[src/rtl/axil_ctrl_pkg.sv]
// Shared constants and FSM encoding for the AXI4-Lite control register block.
package axil_ctrl_pkg;

  localparam logic [1:0] RESP_OKAY   = 2'b00;
  localparam logic [1:0] RESP_SLVERR = 2'b10;
  localparam logic [1:0] RESP_DECERR = 2'b11;

  localparam int REG_CTRL     = 0;
  localparam int REG_PULSE    = 1;
  localparam int REG_STATUS   = 2;
  localparam int REG_SCRATCH0 = 3;

  typedef enum logic [2:0] {
    ST_IDLE,
    ST_WA,
    ST_WD,
    ST_WR,
    ST_BR,
    ST_RD
  } state_t;

endpackage

[src/rtl/axil_reg_bank.sv]
// Register storage for the control block: CTRL, PULSE, SCRATCH words with WSTRB byte merge and a read mux.
module axil_reg_bank
  import axil_ctrl_pkg::*;
#(
  parameter int DATA_W   = 32,
  parameter int IDX_W    = 10,
  parameter int NUM_REGS = 8,
  parameter int CTRL_W   = 3,
  parameter logic [CTRL_W-1:0] CTRL_RST = '0,
  localparam int STRB_W  = DATA_W / 8,
  localparam int NUM_SCR = NUM_REGS - REG_SCRATCH0
) (
  input  logic                      clk,
  input  logic                      rst_n,
  input  logic                      wr_en,
  input  logic [IDX_W-1:0]          wr_idx,
  input  logic [DATA_W-1:0]         wr_data,
  input  logic [STRB_W-1:0]         wr_strb,
  input  logic [IDX_W-1:0]          rd_idx,
  input  logic [DATA_W-1:0]         status_i,
  output logic [DATA_W-1:0]         rd_data,
  output logic [CTRL_W-1:0]         ctrl_o,
  output logic [DATA_W-1:0]         pulse_o,
  output logic [NUM_SCR*DATA_W-1:0] scratch_o
);

  logic [CTRL_W-1:0] ctrl_q;
  logic [DATA_W-1:0] scratch_q [NUM_SCR];
  logic [DATA_W-1:0] wr_mask;
  logic [DATA_W-1:0] ctrl_wide;

  always_comb begin
    // NOTE: every always_comb output gets a default first so no path leaves it unassigned (no latch).
    wr_mask = '0;
    for (int b = 0; b < STRB_W; b++) wr_mask[8*b +: 8] = {8{wr_strb[b]}};
  end

  assign ctrl_wide = DATA_W'(ctrl_q);

  always_ff @(posedge clk or negedge rst_n) begin
    if (!rst_n) begin
      ctrl_q  <= CTRL_RST;
      pulse_o <= '0;
      // NOTE: scratch words are software-visible state with a defined reset value, so this array is
      // reset explicitly rather than inferred as RAM.
      for (int i = 0; i < NUM_SCR; i++) scratch_q[i] <= '0;
    end else begin
      // NOTE: sequential state uses non-blocking assignments so every flop samples pre-edge values.
      pulse_o <= '0;
      if (wr_en) begin
        if (wr_idx == IDX_W'(REG_CTRL))
          ctrl_q <= CTRL_W'((ctrl_wide & ~wr_mask) | (wr_data & wr_mask));
        if (wr_idx == IDX_W'(REG_PULSE))
          pulse_o <= wr_data & wr_mask;
        for (int i = 0; i < NUM_SCR; i++)
          if (wr_idx == IDX_W'(REG_SCRATCH0 + i))
            scratch_q[i] <= (scratch_q[i] & ~wr_mask) | (wr_data & wr_mask);
      end
    end
  end

  // PULSE reads as zero; STATUS is the live input, captured by the caller on the AR handshake.
  always_comb begin
    rd_data = '0;
    if (rd_idx == IDX_W'(REG_CTRL))   rd_data = ctrl_wide;
    if (rd_idx == IDX_W'(REG_STATUS)) rd_data = status_i;
    for (int i = 0; i < NUM_SCR; i++)
      if (rd_idx == IDX_W'(REG_SCRATCH0 + i)) rd_data = scratch_q[i];
  end

  assign ctrl_o = ctrl_q;

  for (genvar g = 0; g < NUM_SCR; g++) begin : g_scr
    assign scratch_o[g*DATA_W +: DATA_W] = scratch_q[g];
  end

endmodule

[src/rtl/axil_ctrl_regs.sv]
// AXI4-Lite slave front end: handshake FSM, read/write fairness and address decode around axil_reg_bank.
module axil_ctrl_regs
  import axil_ctrl_pkg::*;
#(
  parameter int DATA_W   = 32,
  parameter int ADDR_W   = 12,
  parameter int NUM_REGS = 8,
  parameter int CTRL_W   = 3,
  parameter logic [CTRL_W-1:0] CTRL_RST = '0,
  localparam int STRB_W  = DATA_W / 8
) (
  input  logic                               S_AXI_ACLK,
  input  logic                               S_AXI_ARESETN,
  input  logic [ADDR_W-1:0]                  S_AXI_AWADDR,
  input  logic                               S_AXI_AWVALID,
  output logic                               S_AXI_AWREADY,
  input  logic [DATA_W-1:0]                  S_AXI_WDATA,
  input  logic [STRB_W-1:0]                  S_AXI_WSTRB,
  input  logic                               S_AXI_WVALID,
  output logic                               S_AXI_WREADY,
  output logic [1:0]                         S_AXI_BRESP,
  output logic                               S_AXI_BVALID,
  input  logic                               S_AXI_BREADY,
  input  logic [ADDR_W-1:0]                  S_AXI_ARADDR,
  input  logic                               S_AXI_ARVALID,
  output logic                               S_AXI_ARREADY,
  output logic [DATA_W-1:0]                  S_AXI_RDATA,
  output logic [1:0]                         S_AXI_RRESP,
  output logic                               S_AXI_RVALID,
  input  logic                               S_AXI_RREADY,
  output logic [CTRL_W-1:0]                  ctrl_o,
  output logic [DATA_W-1:0]                  pulse_o,
  input  logic [DATA_W-1:0]                  status_i,
  output logic [(NUM_REGS-3)*DATA_W-1:0]     scratch_o
);

  localparam int ADDR_LSB = $clog2(STRB_W);
  localparam int IDX_W    = ADDR_W - ADDR_LSB;

  state_t              state;
  logic                live;
  logic                prefer_wr;
  logic [IDX_W-1:0]    aw_idx;
  logic [DATA_W-1:0]   w_data;
  logic [STRB_W-1:0]   w_strb;
  logic [DATA_W-1:0]   bank_rd_data;
  logic                idle, wr_req, rd_wins;
  logic                aw_hs, w_hs, ar_hs, wr_en;
  logic [IDX_W-1:0]    aw_idx_in, ar_idx;
  logic                unused_addr_lsbs;

  function automatic logic [1:0] resp_for(input logic [IDX_W-1:0] idx, input logic is_wr);
    if (idx >= IDX_W'(NUM_REGS))                 return RESP_DECERR;
    if (is_wr && (idx == IDX_W'(REG_STATUS)))    return RESP_SLVERR;
    return RESP_OKAY;
  endfunction

  assign aw_idx_in        = S_AXI_AWADDR[ADDR_W-1:ADDR_LSB];
  assign ar_idx           = S_AXI_ARADDR[ADDR_W-1:ADDR_LSB];
  assign unused_addr_lsbs = ^{S_AXI_AWADDR[ADDR_LSB-1:0], S_AXI_ARADDR[ADDR_LSB-1:0]};

  // Readies stay low until the first clock after reset release; in IDLE a contested
  // request goes to whichever side was not served last.
  assign idle          = live && (state == ST_IDLE);
  assign wr_req        = S_AXI_AWVALID | S_AXI_WVALID;
  assign rd_wins       = S_AXI_ARVALID & ~(wr_req & prefer_wr);
  assign S_AXI_AWREADY = (idle & ~rd_wins) | (state == ST_WD);
  assign S_AXI_WREADY  = (idle & ~rd_wins) | (state == ST_WA);
  assign S_AXI_ARREADY = idle & ~(wr_req & prefer_wr);

  assign aw_hs = S_AXI_AWVALID & S_AXI_AWREADY;
  assign w_hs  = S_AXI_WVALID  & S_AXI_WREADY;
  assign ar_hs = S_AXI_ARVALID & S_AXI_ARREADY;
  assign wr_en = (state == ST_WR) && (aw_idx < IDX_W'(NUM_REGS));

  always_ff @(posedge S_AXI_ACLK or negedge S_AXI_ARESETN) begin
    if (!S_AXI_ARESETN) begin
      state        <= ST_IDLE;
      live         <= 1'b0;
      prefer_wr    <= 1'b1;
      aw_idx       <= '0;
      w_data       <= '0;
      w_strb       <= '0;
      S_AXI_BVALID <= 1'b0;
      S_AXI_BRESP  <= RESP_OKAY;
      S_AXI_RVALID <= 1'b0;
      S_AXI_RDATA  <= '0;
      S_AXI_RRESP  <= RESP_OKAY;
    end else begin
      live <= 1'b1;
      if (aw_hs) aw_idx <= aw_idx_in;
      if (w_hs) begin
        w_data <= S_AXI_WDATA;
        w_strb <= S_AXI_WSTRB;
      end
      case (state)
        ST_IDLE: begin
          if (aw_hs || w_hs) begin
            prefer_wr <= 1'b0;
            state     <= (aw_hs && w_hs) ? ST_WR : (aw_hs ? ST_WA : ST_WD);
          end else if (ar_hs) begin
            prefer_wr    <= 1'b1;
            state        <= ST_RD;
            S_AXI_RDATA  <= bank_rd_data;
            S_AXI_RRESP  <= resp_for(ar_idx, 1'b0);
            S_AXI_RVALID <= 1'b1;
          end
        end
        ST_WA: if (w_hs)  state <= ST_WR;
        ST_WD: if (aw_hs) state <= ST_WR;
        ST_WR: begin
          state        <= ST_BR;
          S_AXI_BVALID <= 1'b1;
          S_AXI_BRESP  <= resp_for(aw_idx, 1'b1);
        end
        ST_BR: if (S_AXI_BREADY) begin
          S_AXI_BVALID <= 1'b0;
          state        <= ST_IDLE;
        end
        ST_RD: if (S_AXI_RREADY) begin
          S_AXI_RVALID <= 1'b0;
          state        <= ST_IDLE;
        end
        default: state <= ST_IDLE;
      endcase
    end
  end

  axil_reg_bank #(
    .DATA_W   (DATA_W),
    .IDX_W    (IDX_W),
    .NUM_REGS (NUM_REGS),
    .CTRL_W   (CTRL_W),
    .CTRL_RST (CTRL_RST)
  ) u_bank (
    .clk       (S_AXI_ACLK),
    .rst_n     (S_AXI_ARESETN),
    .wr_en     (wr_en),
    .wr_idx    (aw_idx),
    .wr_data   (w_data),
    .wr_strb   (w_strb),
    .rd_idx    (ar_idx),
    .status_i  (status_i),
    .rd_data   (bank_rd_data),
    .ctrl_o    (ctrl_o),
    .pulse_o   (pulse_o),
    .scratch_o (scratch_o)
  );

endmodule

[config.mk]
export PLATFORM = sky130hd
export DESIGN_NAME = axil_ctrl_regs
export DESIGN_NICKNAME = d
export VERILOG_FILES = /design/src/rtl/axil_ctrl_pkg.sv /design/src/rtl/axil_reg_bank.sv /design/src/rtl/axil_ctrl_regs.sv
export SDC_FILE = /design/constraint.sdc
export NUM_CORES = 1
export LEC_CHECK = 0
export BUFFER_PORTS_ARGS = -buffer_cell sky130_fd_sc_hd__buf_2
export CAP_MARGIN = 30
export CORE_MARGIN = 5
export CORE_UTILIZATION = 37
export DETAILED_ROUTE_END_ITERATION = 7
export PLACE_DENSITY = 0.63
export SETUP_SLACK_MARGIN = 0.4
export SYNTH_ARGS = -nofsm -noshare
export SYNTH_HDL_FRONTEND = slang
export SYNTH_SLANG_ARGS = --single-unit
[constraint.sdc]
create_clock -name S_AXI_ACLK -period 5.7 [get_ports S_AXI_ACLK]
set_clock_uncertainty 0.05 [all_clocks]
set_input_delay 0.855 -clock S_AXI_ACLK [delete_from_list [all_inputs] [get_ports S_AXI_ACLK]]
set_output_delay 0.855 -clock S_AXI_ACLK [all_outputs]
set_load 0.05 [all_outputs]
; Word level (Yosys, flattened, before mapping)
; Index checks and enable logic that the tools add are counted.
[op_classes]
order_cmp = 3
eq_ne = 25
muxes = 40
bitwise = 27
n_reduce_logical = 21
[op_table]
columns = operator, count
row1 = two-way mux 32 bit, 8
row2 = bitwise AND 32 bit, 6
row3 = OR 32 bit, 5
row4 = == test 10 x 3 -> 1 bit (second input constant), 8
row5 = == test 10 x 2 -> 1 bit (second input constant), 4
row6 = NOT 32 bit, 1
row7 = two-way mux 3 bit, 7
row8 = greater-or-equal comparator 10 x 4 -> 1 bit (second input constant), 2
row9 = zero test 10 bit, 2
row10 = case mux 3 bit (6 select lines), 1
row11 = two-way mux 2 bit, 8
row12 = AND reduction 2 bit, 8
row13 = two-way mux 1 bit, 14
row14 = != test 2 bit (second input constant), 6
row15 = == test 10 x 1 -> 1 bit (second input constant), 1
row16 = less-than comparator 10 x 4 -> 1 bit (second input constant), 1
row17 = bitwise AND 1 bit, 7
row18 = == test 3 x 2 -> 1 bit (second input constant), 2
row19 = == test 3 bit (second input constant), 2
row20 = nonzero test 2 bit, 3
row21 = AND reduction 5 bit, 1
row22 = case mux 1 bit (2 select lines), 2
row23 = AND reduction 4 bit, 1
row24 = bitwise AND 3 bit, 1
row25 = 9 further kinds, 15
[word_totals]
reg_bits = 284
in_bits = 99

; Longest topological paths before layout
[depth]
ltp_word = 12
ltp_mapped = 7
ltp_nobuf = 4

; Modules after synthesis
; Synthesis repeated with hierarchy kept, for this count alone.
[hier_totals]
hier_cells = 911
area_unflattened_um2 = 12679.7
[modules_own_cells]
columns = module, n_inst, cells_per_inst, area_each_um2
row1 = axil_reg_bank, 1, 665, 8997.4
row2 = axil_ctrl_regs, 1, 246, 3682.3

; Worst setup path before layout
; No wires, ideal clock.
[synth_path]
kind = input-to-output
start = input port S_AXI_WVALID
end = output port S_AXI_WREADY
arrival_ns = 1.881
required_ns = 4.795
slack_ns = 2.914
stages = 4
n_path_buf = 1
cell_sequence = clkbuf_1 -> o21ai_2 -> a21boi_2 -> or2_2
[synth_via]
elab_chain_cells = 7
[synth_lines]
columns = item, line_no
row1 = "start, declared", axil_ctrl_regs.sv:19  ; input logic S_AXI_WVALID,
row2 = OR 1 bit, axil_ctrl_regs.sv:65  ; assign wr_req = S_AXI_AWVALID | S_AXI_WVALID;
row3 = bitwise AND 1 bit, axil_ctrl_regs.sv:66  ; assign rd_wins = S_AXI_ARVALID & ~(wr_req & prefer_wr);
row4 = NOT 1 bit, axil_ctrl_regs.sv:66
row5 = bitwise AND 1 bit, axil_ctrl_regs.sv:66
row6 = NOT 1 bit, axil_ctrl_regs.sv:68  ; assign S_AXI_WREADY = (idle & ~rd_wins) | (state == ST_WA);
row7 = bitwise AND 1 bit, axil_ctrl_regs.sv:68
row8 = OR 1 bit, axil_ctrl_regs.sv:68
row9 = "end, declared", axil_ctrl_regs.sv:20  ; output logic S_AXI_WREADY,
; No other way between the ends.

; Worst setup path in the final report
[layout_path]
start = register state[2]
end = output port S_AXI_WREADY
[layout_via]
elab_chain_cells = 4
elab_cells_between_ends = 5
[layout_lines]
columns = item, line_no
row1 = "start, declared", axil_ctrl_regs.sv:40  ; state_t state;
row2 = "start signal, assigned", axil_ctrl_regs.sv:100  ; state <= (aw_hs && w_hs) ? ST_WR : (aw_hs ? ST_WA : ST_WD);
row3 = zero test 3 bit, axil_ctrl_regs.sv:64  ; assign idle = live && (state == ST_IDLE);
row4 = logical AND 1 bit, axil_ctrl_regs.sv:64
row5 = bitwise AND 1 bit, axil_ctrl_regs.sv:68
row6 = OR 1 bit (*), axil_ctrl_regs.sv:68
; Mark *: on every way between the ends. The rest lies on a longest branch, timed or not.

==> metrics <==
outcome=finished clean; Tot GR Track Use=0.2083; RSZ-0062 raised after global routing=false; relative slew slack=0.3292; element type at the critical path start=register; sequential share of the synthesized area=0.5658; starting density of the core=0.3743; final number of setup-violating endpoints=0; CTS H-Tree Depth=2; CTS Buf Count=34; DP Area=14600 µm²; Post-CTS Setup Bufs=0; core footprint=33450 µm²; Vias per Instance=5.307; worst-margin pin slew=1.006 ns; max_cap viols=0; Crit. End Element=output port; post-synth top area cell=dfrtp_1; Slew Limit Fails=0; RD Place Congestion=0.7969; CTS tree=done; Post-Layout Cell Count=1734; Critical Path AT=2.46 ns; EDFF count, synth=0; pwr dens=374.9 nW/µm²; hold buffer count at CTS=0; Clock Path Buffers=3; post-cts resize count=0; TritonRoute pass-1 iters=5; HP Class=input port to async pin; Syn Nets=1037; FILL cells=3128; largest net degree at the start of global routing=142; First DRT Iteration DRCs=469; sequential share of power=0.443; top cell type's share of synthesized area=0.5637; die height=193.9 µm; yosys warns=0; switching power=1.912 mW; Avg Synthesized Cell Area=13.35 µm²; worst vdd ir=0.2998 mV; setup_tns=0 ns; Synth Instances=938; Max Clock Freq=297.4 MHz; fin crit period=3.362 ns; Critical Path RT=4.80 ns; top post-synthesis cells by area=dfrtp_1 (56%), mux2_2 (21%), mux2i_1 (2.4%), o221a_2 (2.3%), and2_1 (1.8%); Top FF cell, synth=dfrtp_1; Die Area=37610 µm²; WL per Instance=23.38 µm; Final HPWL DP=27450 µm; io pins=335; Die X=193.9 µm; grt ovf=0; DP Worst Slack=1.843 ns; layout cells sized above 1=0.5394; clk sinks=283; Root Buffer=clkbuf_16; clock power share=0.366; sw frac=0.3235; initial antenna violation count=6; row cnt=67; P_leak=8.328 nW; Period Utilization, post-route=0.5899; synthesis-to-layout area growth=25.96%; Design Power=5.911 mW; Combinational Power Share=0.190; critical path class=register to output port; placed cells=1669; ys async rst share=1.000; drt drc=0; clk_lat worst skew=0.51 ns; global-route wire length before repair=60950 µm; antenna-violating nets left=0; number of buffers added on ports=330; final hold violation count=0; number of global-route vias before repair=9569; Cell variety after synth=62; final setup margin=2.338 ns; routed vias=9202; Mapped Area=12520 µm²; critical-path maximum fanout=12; final instance area=15770 µm²; # nets final=1359; total wire length=40540 µm; #FFs+latches synth=283; Internal Pwr Total=3.999 mW; Worst-path clk slew=0.06 ns
==> Yosys cell counts, types with 3 or more instances <==
cell type and number:
a21oi_1 14, a2bb2oi_1 26, a31oi_1 15, and2_1 37, buf_1 5, buf_2 14, buf_6 3, clkbuf_1 30
dfrtp_1 282, inv_1 8, mux2_2 234, mux2i_1 30, nand2_1 36, nand2_2 3, nand2b_1 7, nand3b_1 4
nand3b_2 3, nor2_1 45, nor2_2 13, nor2b_1 6, nor3_1 4, o2111ai_1 3, o211ai_1 29, o21ai_0 10
o21bai_1 3, o221a_2 26
==> final timing paths <==
check / startpoint / to / slack (ns) / depth (start not counted)
max: state[2] / S_AXI_WREADY / 2.34 / 4
min: S_AXI_ARESETN / S_AXI_RVALID / 0.27 / 1
max reg2reg: state[1] / register / 2.73 / 4
min reg2reg: S_AXI_RDATA[1] / S_AXI_RDATA[1] / 0.44 / 2
max in group asynchronous: S_AXI_ARESETN / async pin / 4.00 / 2
min in group S_AXI_ACLK: S_AXI_RDATA[1] / S_AXI_RDATA[1] / 0.44 / 2
==> through the flow <==
| stage | hold WS [ns] | util |
|---|---|---|
| after floorplan | 0.4515 | - |
| after global placement | 0.4206 | 0.4357 |
| after detailed placement | 0.4208 | 0.4365 |
| after CTS | 0.3052 | 0.4698 |
| after global routing | 0.3248 | 0.4713 |
| final | 0.2656 | 0.4714 |
==> metal layers <==
metal  routed length, µm  part of all wire  vias up  global-route usage
met5                  46            0.0011        -                   0
met4                 940             0.023        8             0.05521
met3                2627             0.065       68             0.05508
met2               18840              0.46      304              0.3375
met1               18090              0.45     4719              0.2799
li1                    -                 -     4103                   -
==> final cells by class <==
class | count | area [µm²] | share of cell area
Multi-Input combinational cell | 593 | 5177 | 0.3284
Tap cell | 448 | 560.5 | 0.03555
Sequential cell | 283 | 7083 | 0.4492
Clock buffer | 45 | 942.2 | 0.05975
Antenna cell | 3 | 7.507 | 0.0004761
Clock inverter | 14 | 170.2 | 0.01079
Timing Repair Buffer | 340 | 1797 | 0.1140
Inverter | 8 | 30.03 | 0.001904
==> critical path, stage by stage, from the launching register on <==
cell	delay, ns
dfrtp_1	0.53
nor4b_4	0.61
a21boi_2	0.40
or2_2	0.17
buf_2	0.25
==> power by group through the flow <==
stage / registers, mW / logic (mW) / clock network (mW)
floorplan: 2.71 / 0.646 / 0
global placement: 2.63 / 1.10 / 0
detailed placement: 2.65 / 1.12 / 0
CTS: 2.61 / 1.12 / 2.22
global route: 2.67 / 1.21 / 2.30
finish: 2.62 / 1.13 / 2.17
==> kinds of logic (layout without fill, tap and decap cells) <==
| group | after synthesis | count (layout) | synth area share |
|---|---|---|---|
| multiplexers | 266 | 266 | 0.2363 |
| buffers and inverters | 62 | 407 | 0.02239 |
| AND/OR/NAND/NOR | 180 | 180 | 0.08106 |
| AO/OA/AOI/OAI | 146 | 146 | 0.09415 |
| other | 1 | 4 | 0.0002996 |
| flip-flops | 283 | 283 | 0.5658 |
==> cells in the final DEF, fill, tap and decap left out, types with 3 or more instances in the layout <==
| master | count |
|---|---|
| buf_2 | 328 |
| dfrtp_1 | 282 |
| mux2_2 | 234 |
| nor2_1 | 45 |
| and2_1 | 36 |
| nand2_1 | 35 |
| clkbuf_16 | 34 |
| mux2i_1 | 30 |
| o211ai_1 | 29 |
| o221a_2 | 26 |
| a2bb2oi_1 | 26 |
| a31oi_1 | 15 |
| a21oi_1 | 14 |
| nor2_2 | 13 |
| o21ai_0 | 10 |
| inv_1 | 8 |
| buf_4 | 7 |
| nor2b_1 | 6 |
| clkinv_2 | 6 |
| clkbuf_1 | 6 |
| nand2b_1 | 5 |
| clkbuf_8 | 5 |
| nand2_2 | 4 |
| nor3_1 | 4 |
| nand3b_1 | 4 |
| diode_2 | 3 |
| nand3b_2 | 3 |
| o21bai_1 | 3 |
| o2111ai_1 | 3 |
| inv_6 | 3 |
| bufinv_16 | 3 |
| buf_12 | 3 |
No activity file was read; power rests on OpenSTA's default activity.
